==> src/rtl/logic_prim_pkg.sv <==
// logic_prim_pkg: shared types and helpers for the logic primitive unit.
//   op_e     : opcode encoding carried on in_op
//   state_e  : packet state (single-beat idle / accumulating)
//   base_op  : per-bit AND/OR/XOR selected by opcode; the inverted
//              opcodes 3-5 share the base function of opcodes 0-2
//   is_inverted / is_fold_op : opcode classification helpers
package logic_prim_pkg;

  typedef enum logic [2:0] {
    OP_AND    = 3'd0,
    OP_OR     = 3'd1,
    OP_XOR    = 3'd2,
    OP_NAND   = 3'd3,
    OP_NOR    = 3'd4,
    OP_XNOR   = 3'd5,
    OP_BUF    = 3'd6,
    OP_BUFIF1 = 3'd7
  } op_e;

  typedef enum logic {
    ST_IDLE  = 1'b0,
    ST_ACCUM = 1'b1
  } state_e;

  // Bit-level so any operand width can loop over it without truncation.
  function automatic logic base_op(input op_e op, input logic x, input logic y);
    case (op)
      OP_AND, OP_NAND: return x & y;
      OP_OR,  OP_NOR:  return x | y;
      OP_XOR, OP_XNOR: return x ^ y;
      default:         return 1'b0;
    endcase
  endfunction

  function automatic logic is_inverted(input op_e op);
    return (op == OP_NAND) || (op == OP_NOR) || (op == OP_XNOR);
  endfunction

  // Only the six gate opcodes can be folded across beats.
  function automatic logic is_fold_op(input op_e op);
    return (op != OP_BUF) && (op != OP_BUFIF1);
  endfunction

endpackage

==> src/rtl/logic_prim_alu.sv <==
// logic_prim_alu: purely combinational single-beat primitive evaluation.
//   op   in  3      opcode (see op_e)
//   a    in  WIDTH  operand A
//   b    in  WIDTH  operand B
//   en   in  WIDTH  per-bit enable (BUFIF1 only)
//   data out WIDTH  result; BUFIF1 undriven bits read 0
//   oe   out WIDTH  output-enable mask; all ones except for BUFIF1
module logic_prim_alu
  import logic_prim_pkg::*;
#(
  parameter int WIDTH = 8
) (
  input  logic [2:0]       op,
  input  logic [WIDTH-1:0] a,
  input  logic [WIDTH-1:0] b,
  input  logic [WIDTH-1:0] en,
  output logic [WIDTH-1:0] data,
  output logic [WIDTH-1:0] oe
);

  // Select the primitive; gate ops are built bit by bit from base_op.
  always_comb begin
    data = {WIDTH{1'b0}};
    oe   = {WIDTH{1'b1}};
    case (op_e'(op))
      OP_AND, OP_OR, OP_XOR, OP_NAND, OP_NOR, OP_XNOR: begin
        for (int i = 0; i < WIDTH; i++) begin
          data[i] = base_op(op_e'(op), a[i], b[i]) ^ is_inverted(op_e'(op));
        end
      end
      OP_BUF: begin
        data = a;
      end
      OP_BUFIF1: begin
        data = a & en;
        oe   = en;
      end
      default: begin
        data = {WIDTH{1'b0}};
      end
    endcase
  end

endmodule

==> src/rtl/logic_prim_unit.sv <==
// logic_prim_unit: handshaked, registered logic primitive unit with an
// optional multi-beat accumulate (fold) mode.
//   clk, rst                      clock / async active-high reset
//   in_valid, in_ready            input beat handshake
//   in_op, in_acc, in_last        opcode, accumulate request, packet end
//   in_a, in_b, in_en             operands and BUFIF1 enable
//   out_valid, out_ready          result handshake
//   out_data, out_oe, out_count   result, enable mask, beats folded
module logic_prim_unit
  import logic_prim_pkg::*;
#(
  parameter int WIDTH = 8,
  parameter int CNT_W = 8
) (
  input  logic             clk,
  input  logic             rst,
  input  logic             in_valid,
  output logic             in_ready,
  input  logic [2:0]       in_op,
  input  logic             in_acc,
  input  logic             in_last,
  input  logic [WIDTH-1:0] in_a,
  input  logic [WIDTH-1:0] in_b,
  input  logic [WIDTH-1:0] in_en,
  output logic             out_valid,
  input  logic             out_ready,
  output logic [WIDTH-1:0] out_data,
  output logic [WIDTH-1:0] out_oe,
  output logic [CNT_W-1:0] out_count
);

  localparam logic [CNT_W-1:0] CNT_ONE = CNT_W'(1'b1);
  localparam logic [CNT_W-1:0] CNT_MAX = {CNT_W{1'b1}};

  state_e           state, state_nxt;
  op_e              acc_op, acc_op_nxt;
  logic [WIDTH-1:0] acc, acc_nxt, folded;
  logic [CNT_W-1:0] count, count_nxt, count_inc;
  logic [WIDTH-1:0] alu_data, alu_oe;
  logic [WIDTH-1:0] emit_data, emit_oe;
  logic [CNT_W-1:0] emit_count;
  logic             emit, accept, fold_req;

  // A slot opens when the output register is empty or being drained.
  assign in_ready  = !rst && (!out_valid || out_ready);
  assign accept    = in_valid && in_ready;
  assign fold_req  = in_acc && is_fold_op(op_e'(in_op));
  assign count_inc = (count == CNT_MAX) ? count : count + CNT_ONE;

  logic_prim_alu #(.WIDTH(WIDTH)) u_alu (
    .op   (in_op),
    .a    (in_a),
    .b    (in_b),
    .en   (in_en),
    .data (alu_data),
    .oe   (alu_oe)
  );

  // Fold the incoming operand into the accumulator with the latched op.
  always_comb begin
    folded = {WIDTH{1'b0}};
    for (int i = 0; i < WIDTH; i++) begin
      folded[i] = base_op(acc_op, acc[i], in_a[i]);
    end
  end

  // Packet FSM next state and the result to load into the output register.
  always_comb begin
    state_nxt  = state;
    acc_nxt    = acc;
    acc_op_nxt = acc_op;
    count_nxt  = count;
    emit       = 1'b0;
    emit_data  = {WIDTH{1'b0}};
    emit_oe    = {WIDTH{1'b1}};
    emit_count = CNT_ONE;
    if (accept) begin
      if (state == ST_ACCUM) begin
        // Later beats of a packet ignore in_op/in_acc.
        if (in_last) begin
          emit       = 1'b1;
          emit_data  = is_inverted(acc_op) ? ~folded : folded;
          emit_count = count_inc;
          state_nxt  = ST_IDLE;
          acc_nxt    = {WIDTH{1'b0}};
          count_nxt  = {CNT_W{1'b0}};
        end else begin
          acc_nxt   = folded;
          count_nxt = count_inc;
        end
      end else if (fold_req) begin
        if (in_last) begin
          emit      = 1'b1;
          emit_data = is_inverted(op_e'(in_op)) ? ~in_a : in_a;
        end else begin
          state_nxt  = ST_ACCUM;
          acc_nxt    = in_a;
          acc_op_nxt = op_e'(in_op);
          count_nxt  = CNT_ONE;
        end
      end else begin
        emit      = 1'b1;
        emit_data = alu_data;
        emit_oe   = alu_oe;
      end
    end else begin
      state_nxt = state;
    end
  end

  // Packet state, accumulator, latched opcode and beat counter.
  always_ff @(posedge clk or posedge rst) begin
    if (rst) begin
      state  <= ST_IDLE;
      acc    <= {WIDTH{1'b0}};
      acc_op <= OP_AND;
      count  <= {CNT_W{1'b0}};
    end else begin
      state  <= state_nxt;
      acc    <= acc_nxt;
      acc_op <= acc_op_nxt;
      count  <= count_nxt;
    end
  end

  // Output register: load on emit, drop valid on a drain with nothing new.
  always_ff @(posedge clk or posedge rst) begin
    if (rst) begin
      out_valid <= 1'b0;
      out_data  <= {WIDTH{1'b0}};
      out_oe    <= {WIDTH{1'b0}};
      out_count <= {CNT_W{1'b0}};
    end else if (emit) begin
      out_valid <= 1'b1;
      out_data  <= emit_data;
      out_oe    <= emit_oe;
      out_count <= emit_count;
    end else if (out_ready) begin
      out_valid <= 1'b0;
    end
  end

endmodule
==> config.mk <==
export PLATFORM = sky130hd
export DESIGN_NAME = logic_prim_unit
export DESIGN_NICKNAME = d
export VERILOG_FILES = /design/src/rtl/logic_prim_pkg.sv /design/src/rtl/logic_prim_alu.sv /design/src/rtl/logic_prim_unit.sv
export SDC_FILE = /design/constraint.sdc
export NUM_CORES = 1
export LEC_CHECK = 0
export CAP_MARGIN = 0
export CORE_MARGIN = 3
export CORE_UTILIZATION = 48
export CTS_CLUSTER_SIZE = 25
export DETAILED_ROUTE_END_ITERATION = 8
export PLACE_DENSITY = 0.71
export SLEW_MARGIN = 20
export SYNTH_ARGS = -nofsm -noshare
export SYNTH_HDL_FRONTEND = slang
export SYNTH_SLANG_ARGS = --single-unit
==> constraint.sdc <==
create_clock -name clk -period 1.85 [get_ports clk]
set_input_delay 0.2775 -clock clk [delete_from_list [all_inputs] [get_ports clk]]
set_output_delay 0.2775 -clock clk [all_outputs]
set_load 0.005 [all_outputs]
# --- Word-level counts from Yosys, hierarchy flattened ---
# Index checks and enable logic that the tools add are counted.
classes:
  addsub: 1
  n_mul: 0
  n_div: 0
  magnitude_cmp: 0
  eq_ne: 16
  n_shift: 0
  muxes: 57
  bitwise: 61
  n_reduce_logical: 24
ops:
  columns: ["cell", "count"]
  rows:
  - ["8-bit 2-to-1 mux", 23]
  - ["1-bit case mux with 3 select lines", 16]
  - ["8-bit case mux with 3 select lines", 1]
  - ["1-bit XOR", 24]
  - ["3-bit == test (second input constant)", 6]
  - ["1-bit 2-to-1 mux", 17]
  - ["1-bit bitwise AND", 16]
  - ["8-bit inverter", 2]
  - ["1-bit OR", 16]
  - ["3-bit by 2-bit == test with 1-bit output (second input constant)", 4]
  - ["2-bit OR reduction", 6]
  - ["8-bit by 1-bit adder with 8-bit output (second input constant)", 1]
  - ["8-bit bitwise AND", 1]
  - ["8-bit == test (second input constant)", 1]
  - ["3-bit by 1-bit == test with 1-bit output (second input constant)", 2]
  - ["3-bit logical NOT", 2]
  - ["3-bit != test (second input constant)", 2]
  - ["6-bit OR reduction", 1]
  - ["1-bit logical OR", 5]
  - ["1-bit logical AND", 4]
  - ["4-bit AND reduction", 1]
  - ["2-bit nonzero test", 2]
  - ["3-bit AND reduction", 1]
  - ["1-bit logical NOT", 2]
  - ["other kinds (2)", 3]
word_totals:
  register_bits: 45
  latchBits: 0
  ramBits: 0
  rom_bits: 0
  word_cells: 167
  memories: 0

# --- Depth between registers and ports, before layout ---
# Gate-level depths: netlist of the first run.
depth:
  word_depth: 9
  mapped_depth: 9

# --- Modules after synthesis ---
# A second synthesis of the first run with hierarchy kept.
hier_totals:
  hier_cells: 495
  hier_area_um2: 4008.8
modules_own_cells:
  columns: ["mod", "n_inst", "cells_each", "area_each_um2", "seq_area_each_um2"]
  rows:
  - ["logic_prim_unit", 1, 363, 3116.7, 1126.1]
  - ["logic_prim_alu", 1, 132, 892.1, 0.0]

# --- Least setup slack after synthesis of the first run ---
# OpenSTA, ideal clock, no wires.
synth_timing:
  kind: "input-to-output"
  startpoint: "input port rst"
  endpoint: "output port in_ready"
  arrival_ns: 1.490
  t_required_ns: 1.572
  setup_slack_ns: 0.083
  cell_stages: 2
  path_buffers: 0
  path_cell_list: "inv_1 > and2_1"
synth_between:
  elab_chain_len: 2
synth_lines:
  columns: ["element", "line", "rtl"]
  rows:
  - ["start: declaration", "logic_prim_unit.sv:16", "input logic rst,"]
  - ["1-bit logical NOT (no source line)", null, null]
  - ["1-bit logical AND", "logic_prim_unit.sv:45", "assign in_ready = !rst && (!out_valid || out_ready);"]
  - ["end: declaration", "logic_prim_unit.sv:18", "output logic in_ready,"]
# No other way between the ends.

# --- Worst setup path after layout of the first run ---
layout_timing:
  startpoint: "input port in_b[7]"
  endpoint: "register out_data[7]"
layout_between:
  elab_chain_len: 8
  elab_cells_between_ends: 10
layout_lines:
  columns: ["element", "line", "rtl"]
  rows:
  - ["start: declaration", "logic_prim_unit.sv:23", "input logic [WIDTH-1:0] in_b,"]
  - ["1-bit XOR (tied with other cells)", "logic_prim_pkg.sv:30", "OP_XOR, OP_XNOR: return x ^ y;"]
  - ["1-bit case mux with 3 select lines (*)", "logic_prim_pkg.sv:27", "case (op)"]
  - ["1-bit 2-to-1 mux (*)", "logic_prim_alu.sv:25", "case (op_e'(op))"]
  - ["1-bit XOR (*)", "logic_prim_alu.sv:28", "data[i] = base_op(op_e'(op), a[i], b[i]) ^ is_inverted(op_e'(op));"]
  - ["8-bit case mux with 3 select lines (*)", "logic_prim_alu.sv:25", null]
  - ["8-bit 2-to-1 mux (*)", "logic_prim_unit.sv:91", "end else if (fold_req) begin"]
  - ["8-bit 2-to-1 mux (*)", "logic_prim_unit.sv:78", "if (state == ST_ACCUM) begin"]
  - ["8-bit 2-to-1 mux (*)", "logic_prim_unit.sv:77", "if (accept) begin"]
  - ["end signal: assignment", "logic_prim_unit.sv:130", "out_data <= {WIDTH{1'b0}};"]
  - ["end signal: assignment", "logic_prim_unit.sv:135", "out_data <= emit_data;"]
  - ["end: declaration", "logic_prim_unit.sv:27", "output logic [WIDTH-1:0] out_data,"]
# Mark *: on every way between the ends. The rest lies on a longest branch, timed or not. The select of a mux whose other input is x is not followed.
# A chain may end at the register's enable or synchronous reset.

==> reports/qor.csv, run 1 <==
stage;metric;value;unit
run_status;outcome;completed;
pwr;p_seq_share;26.4;%
critical_path;crit_type;primary input to flop;
pwr;power.leakage;2.70;nW
critical_path;crit_path_start_kind;primary input;
timing;fin_ws;0.0425;ns
clocking;htree_levels;2;
yosys;netlist_area;4410;sq um
timing;maxSlewHeadroom;59.5;%
critical_path;r2r_cells;6;
critical_path;r2r_start;acc_op[0];
clocking;cts_tree;built;
timing;clock_skew;0.00684;ns
critical_path;critPathSlowestCell;clkdlybuf4s50_1;
pwr;switching_share;39.2;%
yosys;syn_area_per_cell;8.12;sq um
hold_path;min-delay-start;in_a[7];
placed_design;place_hpwl;10.4;mm
timing;hold_violations;0;
yosys;syn-num-nets;609;
timing;tns;0;ns
critical_path;required;2.06;ns
yosys;yosys.area.top_type;dfrtp_1;
hold_path;min_to;acc[7];
die;core;8810;sq um
yosys;synth_top_area_share;25.6;%
pwr;p_clk_share;16.7;%
global_routing;grt_pass1_vias;4636;
yosys;yosys.cell_count.top_type;nand2_1;
yosys;yosys-top-cells-count;nand2_1 (52), dfrtp_1 (45), o21ai_0 (42), nor2_1 (40), a21oi_1 (38);
clocking;post_cts_buffers;0;
routing;routed_wirelength;13.8;mm
die;start_util;50.0;%
timing;fmax;553;MHz
pwr;power_density;923;nW/um^2
routing;drcViolationCount;0;
cells_and_area;ff_latch_area;1130;sq um
timing;fin_hold_ws;0.470;ns
cells_and_area;num-fill-cells;713;
routing;wl_per_cell;17.5;um
placed_design;gp_congestion;0.904;
clocking;clockBufferDepth;2;
critical_path;cp_cell_sequence;clkdlybuf4s50_1 > inv_1 > ha_1 > nand2b_1 > o21ai_1 > a2111oi_4 > a221oi_2 > a221o_1;
routing;wl_met2;7.07;mm
routing;highest-signal-layer;met4;
critical_path;rrSetupSlack;0.07;ns
yosys;synth_cell_types;74;
hold_path;worstHoldPathType;primary input to flop;
die;dieArea;10400;sq um
hold_path;min_delay_path_depth;4;
yosys;synth_edf_count;0;
routing;drtPass1Iterations;5;
die;die_h;102;um
yosys;async_reset_ff_share;100;%
critical_path;critPathLaunch;in_b[7];
yosys;synth_area_leaders;dfrtp_1 (26%), ha_1 (9.4%), o21ai_0 (4.8%), nand2_1 (4.4%), a21oi_1 (4.3%);
cells_and_area;diodes;0;
routing;via_per_inst;5.96;
clocking;root_buffer;clkbuf_8;
timing;slew_viol_final;0;
clocking;clkSinkCount;45;
routing;dr_wl_met3;670;um
pwr;vdd_drop_max;0.419;mV
yosys;synthCells;543;
timing;finalSetupViolCount;0;
placed_design;place_ws;-0.511;ns
yosys;yosysSeqAreaShare;25.6;%
critical_path;critPathMaxFanout;2;
timing;min_period_over_period;97.7;%
die;io_pins;59;
clocking;clock_latency;0.31;ns
cells_and_area;area_growth;36.4;%
clocking;hold_buffers;0;
routing;drtIter0Drc;334;
global_routing;grt_pass1_wl;21.9;mm
timing;fin_crit;1.81;ns
critical_path;cp-end-kind;flop;
timing;worst_slew_pin_slew;0.607;ns
placed_design;io_buffers;58;
clocking;clk_pin_slew_worst_paths;0.10;ns
job;max_cap_violations;0;
routing;postRouteAntennaNets;0;
yosys;synth-seq-cells;45;
die;rows;34;
routing;wl_met1;5.59;mm
critical_path;reg2reg_to;acc[7];
die;die_width;102;um
pwr;combPwrFrac;57.0;%
yosys;yosys_most_used_dff;dfrtp_1;
routing;vias;4677;
cells_and_area;final_layout_size_suffix_gt1_share;25.1;%
cells_and_area;final_util;68.3;%
pwr;power.total;5.55;mW
global_routing;grt-ovfl-total;0;
global_routing;antenna_found_initial;0;
cells_and_area;final_nets;742;
pwr;internal_power;3.38;mW
pwr;power.switching;2.17;mW
clocking;cts_buffers;5;
yosys;yosysWarnings;0;
global_routing;grt_max_degree;46;
critical_path;critPathMaxStageDelay;0.48;ns
global_routing;track_usage;26.5;%
cells_and_area;multi_input_area;3030;sq um
critical_path;worst-endpoint-arrival;2.02;ns
cell usage in the layout (no fill, tap or decap), types with 4 or more instances in the layout:
cell	Yosys	layout
a211o_1	5	5
a211oi_1	14	11
a21oi_1	38	38
a22oi_1	4	4
a2bb2oi_1	5	5
and3_1	5	5
buf_4	6	101
buf_6	8	4
clkbuf_8	0	5
clkdlybuf4s50_1	0	53
dfrtp_1	45	44
ha_1	33	29
inv_1	35	31
inv_2	2	6
mux2_2	5	5
mux2i_1	11	11
nand2_1	52	52
nand2b_1	17	16
nand3_1	9	9
nor2_1	40	39
nor2b_1	19	17
nor3_1	6	5
o211ai_1	9	9
o21a_1	6	6
o21ai_0	42	41
o21ai_1	11	12
o22ai_1	6	6
o31ai_1	7	5
xnor2_1	6	6
critical path: cells and delay by family:
family / cells / cell delay [ns]
AO/OA/AOI/OAI: 4 / 0.85
buffers and inverters: 2 / 0.53
adder cells (fa/ha/maj): 1 / 0.29
AND/OR/NAND/NOR: 1 / 0.08
cell families after synthesis:
| family | synth area share, % |
|---|---|
| AOI/OAI and AO/OA | 31.0 |
| xor gates and xnor gates | 1.59 |
| adders and majority gates | 9.37 |
| buffers and inverters | 9.14 |
| DFF | 25.6 |
| muxes | 3.78 |
| and+or+nand+nor | 19.6 |
how the worst max path moves through the flow:
stage / to
floorplan: in_ready
global placement: out_data[2]
detailed placement: out_data[2]
CTS: out_data[7]
global route: out_data[6]
finish: out_data[7]
power groups by stage:
stage | sequential (mW) | clock, mW | combinational [mW]
floorplan | 1.43 | 0 | 1.84
global placement | 1.46 | 0 | 2.85
detailed placement | 1.47 | 0 | 2.95
CTS | 1.45 | 0.945 | 2.98
global route | 1.50 | 0.981 | 3.44
finish | 1.46 | 0.925 | 3.16
per-layer routing:
layer	global-route usage, %	up-vias
met2	48.6	177
met5	0	-
met4	9.79	0
met1	31.3	2242
li1	-	2215
met3	3.48	43
per-stage QoR:
stage          instance area [sq um]  instances
5_1_grt                         6010        785
3_3_place_gp                    5710        777
3_5_place_dp                    5710        777
4_1_cts                         5880        785
2_1_floorplan                   4410        543
6_report                        6010        785
area by class of cell:
| type | count | area share [%] |
|---|---|---|
| tap | 108 | 2.25 |
| clock buffer | 5 | 1.14 |
| inverter | 37 | 2.31 |
| multi-input combinational | 421 | 50.4 |
| timing repair buffer | 166 | 24.0 |
| sequential | 45 | 18.8 |
| clock inverter | 3 | 1.14 |
flip-flops by register name, summed over array words and instances (netlist names):
register	cells
state	1
acc	8
out_valid	1
out_oe	8
out_count	8
acc_op	3
count	8
out_data	8
timing repair:
action	CTS	global route
gates resized for setup	13	28
endpoints found under the setup margin	6	11
pin swaps	1	8
No activity file was read; power rests on OpenSTA's default activity.
==> inputs of run 2 (changes only) <==
--- a/config.mk
+++ b/config.mk
@@ -6,11 +6,13 @@
 export NUM_CORES = 1
 export LEC_CHECK = 0
 export CAP_MARGIN = 0
+export CELL_PAD_IN_SITES_DETAIL_PLACEMENT = 0
+export CELL_PAD_IN_SITES_GLOBAL_PLACEMENT = 1
 export CORE_MARGIN = 3
-export CORE_UTILIZATION = 48
+export CORE_UTILIZATION = 42
 export CTS_CLUSTER_SIZE = 25
 export DETAILED_ROUTE_END_ITERATION = 8
-export PLACE_DENSITY = 0.71
+export PLACE_DENSITY_LB_ADDON = 0.1
 export SLEW_MARGIN = 20
 export SYNTH_ARGS = -nofsm -noshare
 export SYNTH_HDL_FRONTEND = slang
==> reports/qor.csv, run 2 (synthesis results as in run 1) <==
stage;metric;value;unit
critical_path;crit_type;primary input to flop;
critical_path;required;2.04;ns
hold_path;min_delay_path_depth;2;
clocking;cts_tree;built;
placed_design;place_hpwl;10.8;mm
cells_and_area;final_nets;748;
cells_and_area;diodes;0;
timing;fin_ws;0.0408;ns
cells_and_area;area_growth;40.1;%
timing;fmax;553;MHz
routing;drcViolationCount;0;
timing;tns;0;ns
timing;hold_violations;0;
global_routing;antenna_found_initial;0;
critical_path;r2r_cells;6;
routing;vias;4577;
clocking;cts_buffers;5;
die;rows;36;
timing;fin_hold_ws;0.490;ns
clocking;post_cts_buffers;0;
global_routing;grt_pass1_vias;4403;
critical_path;critPathMaxFanout;3;
placed_design;gp_congestion;0.836;
timing;worst_slew_pin_slew;0.615;ns
pwr;power_density;915;nW/um^2
clocking;clk_pin_slew_worst_paths;0.09;ns
timing;clock_skew;0.0134;ns
placed_design;dp_cells;807;
pwr;vdd_drop_max;0.430;mV
critical_path;reg2reg_to;out_data[3];
critical_path;rrSetupSlack;0.08;ns
die;die_width;108;um
clocking;clkSinkCount;45;
die;start_util;44.1;%
cells_and_area;final_layout_size_suffix_gt1_share;26.1;%
routing;drtPass1Iterations;5;
timing;min_period_over_period;97.8;%
hold_path;min-delay-start;out_oe[2];
timing;rsz0062_at_grt;yes;
die;core;10000;sq um
cells_and_area;num-fill-cells;921;
hold_path;min_to;out_oe[2];
die;die_h;108;um
routing;via_per_inst;5.61;
timing;maxSlewHeadroom;59.0;%
global_routing;grt-ovfl-total;0;
die;dieArea;11800;sq um
placed_design;place_ws;-0.437;ns
routing;drtIter0Drc;231;
run_status;outcome;completed;
critical_path;cp-end-kind;flop;
critical_path;worst-endpoint-arrival;2.00;ns
clocking;clock_latency;0.31;ns
clocking;htree_levels;2;
job;max_cap_violations;0;
placed_design;io_buffers;58;
pwr;power.leakage;2.75;nW
clocking;clockBufferDepth;2;
critical_path;r2r_start;acc_op[1];
cells_and_area;stdcell_count;816;
global_routing;grt_pass1_wl;22.6;mm
cells_and_area;layout_common_cells;buf_4 (105), nand2_1 (52), clkdlybuf4s50_1 (51);
timing;finalSetupViolCount;0;
routing;routed_wirelength;14.1;mm
routing;postRouteAntennaNets;0;
die;io_pins;59;
critical_path;crit_path_start_kind;primary input;
timing;fin_crit;1.81;ns
global_routing;track_usage;24.4;%
clocking;root_buffer;clkbuf_8;
global_routing;grt_max_degree;46;
hold_path;worstHoldPathType;flop to flop;
cells_and_area;final_common_cell;buf_4;
routing;wl_per_cell;17.3;um
clocking;hold_buffers;0;
timing;slew_viol_final;0;
[run 2: cell count changes in the layout (fill, tap and decap cells not counted), moves of 3 or more]
| cell | previous run | this run |
|---|---|---|
| buf_12 | 3 | 6 |
| buf_4 | 101 | 105 |
| ha_1 | 29 | 21 |
| ha_4 | 2 | 9 |
| inv_1 | 31 | 27 |
| inv_2 | 6 | 10 |
[run 2: worst max path at each step]
stage	start	endpoint	slack, ns
4_1_cts	in_a[2]	out_data[2]	-0.03
5_1_grt	in_a[5]	out_data[5]	-0.05
3_5_place_dp	in_a[2]	out_data[2]	-0.44
2_1_floorplan	rst	in_ready	0.08
3_3_place_gp	in_a[2]	out_data[2]	-0.42
6_report	in_a[3]	out_data[3]	0.04
[run 2: critical path, cell delays in order]
cell,delay (ns)
clkdlybuf4s50_1,0.49
inv_2,0.09
ha_4,0.27
nor2b_1,0.05
o21ai_0,0.18
a21oi_1,0.13
o31ai_2,0.31
buf_4,0.16
o21ai_1,0.05
[run 2: per-stage QoR]
stage               cell area [sq um]  power (mW)  util, %
floorplan                        4410        3.27        -
global placement                 5810        4.47     58.1
detailed placement               5810        4.54     58.1
CTS                              5960        5.49     59.6
global route                     6170        6.05     61.7
finish                           6170        5.65     61.7
[run 2: cell type report]
class	count	area, sq um	share of cell area (%)
Clock inverter	3	68.8	1.11
Multi-Input combinational cell	421	3060	49.6
Inverter	37	139	2.25
Sequential cell	45	1130	18.2
Clock buffer	5	68.8	1.11
Tap cell	133	166	2.70
Timing Repair Buffer	172	1540	25.0
[run 2: metal layers]
metal  track usage (%)  routed length (um)  part of all wire, %
met1              35.0                6750                   48
met4              3.79                 143                  1.0
met5                 0                   0                    0
met2              39.3                6550                   46
met3              3.76                 678                  4.8
[run 2: power by group]
part,switching [mW],leakage [nW],internal (mW)
Sequential,0.229,0.553,1.25
Clock,0.393,0.0687,0.545
Combinational,1.60,2.13,1.63
[run 2: timing repair]
item,in CTS,in global routing
endpoints found under the setup margin,5,13
resized for setup,6,36
pin swaps,6,15
cloned,0,1
==> inputs of run 3 (changes only) <==
--- a/config.mk
+++ b/config.mk
@@ -13,7 +13,6 @@
 export CTS_CLUSTER_SIZE = 25
 export DETAILED_ROUTE_END_ITERATION = 8
 export PLACE_DENSITY_LB_ADDON = 0.1
-export SLEW_MARGIN = 20
 export SYNTH_ARGS = -nofsm -noshare
 export SYNTH_HDL_FRONTEND = slang
 export SYNTH_SLANG_ARGS = --single-unit
==> results of run 3 <==
Final layout, timing and power as in run 2 (identical DEF).
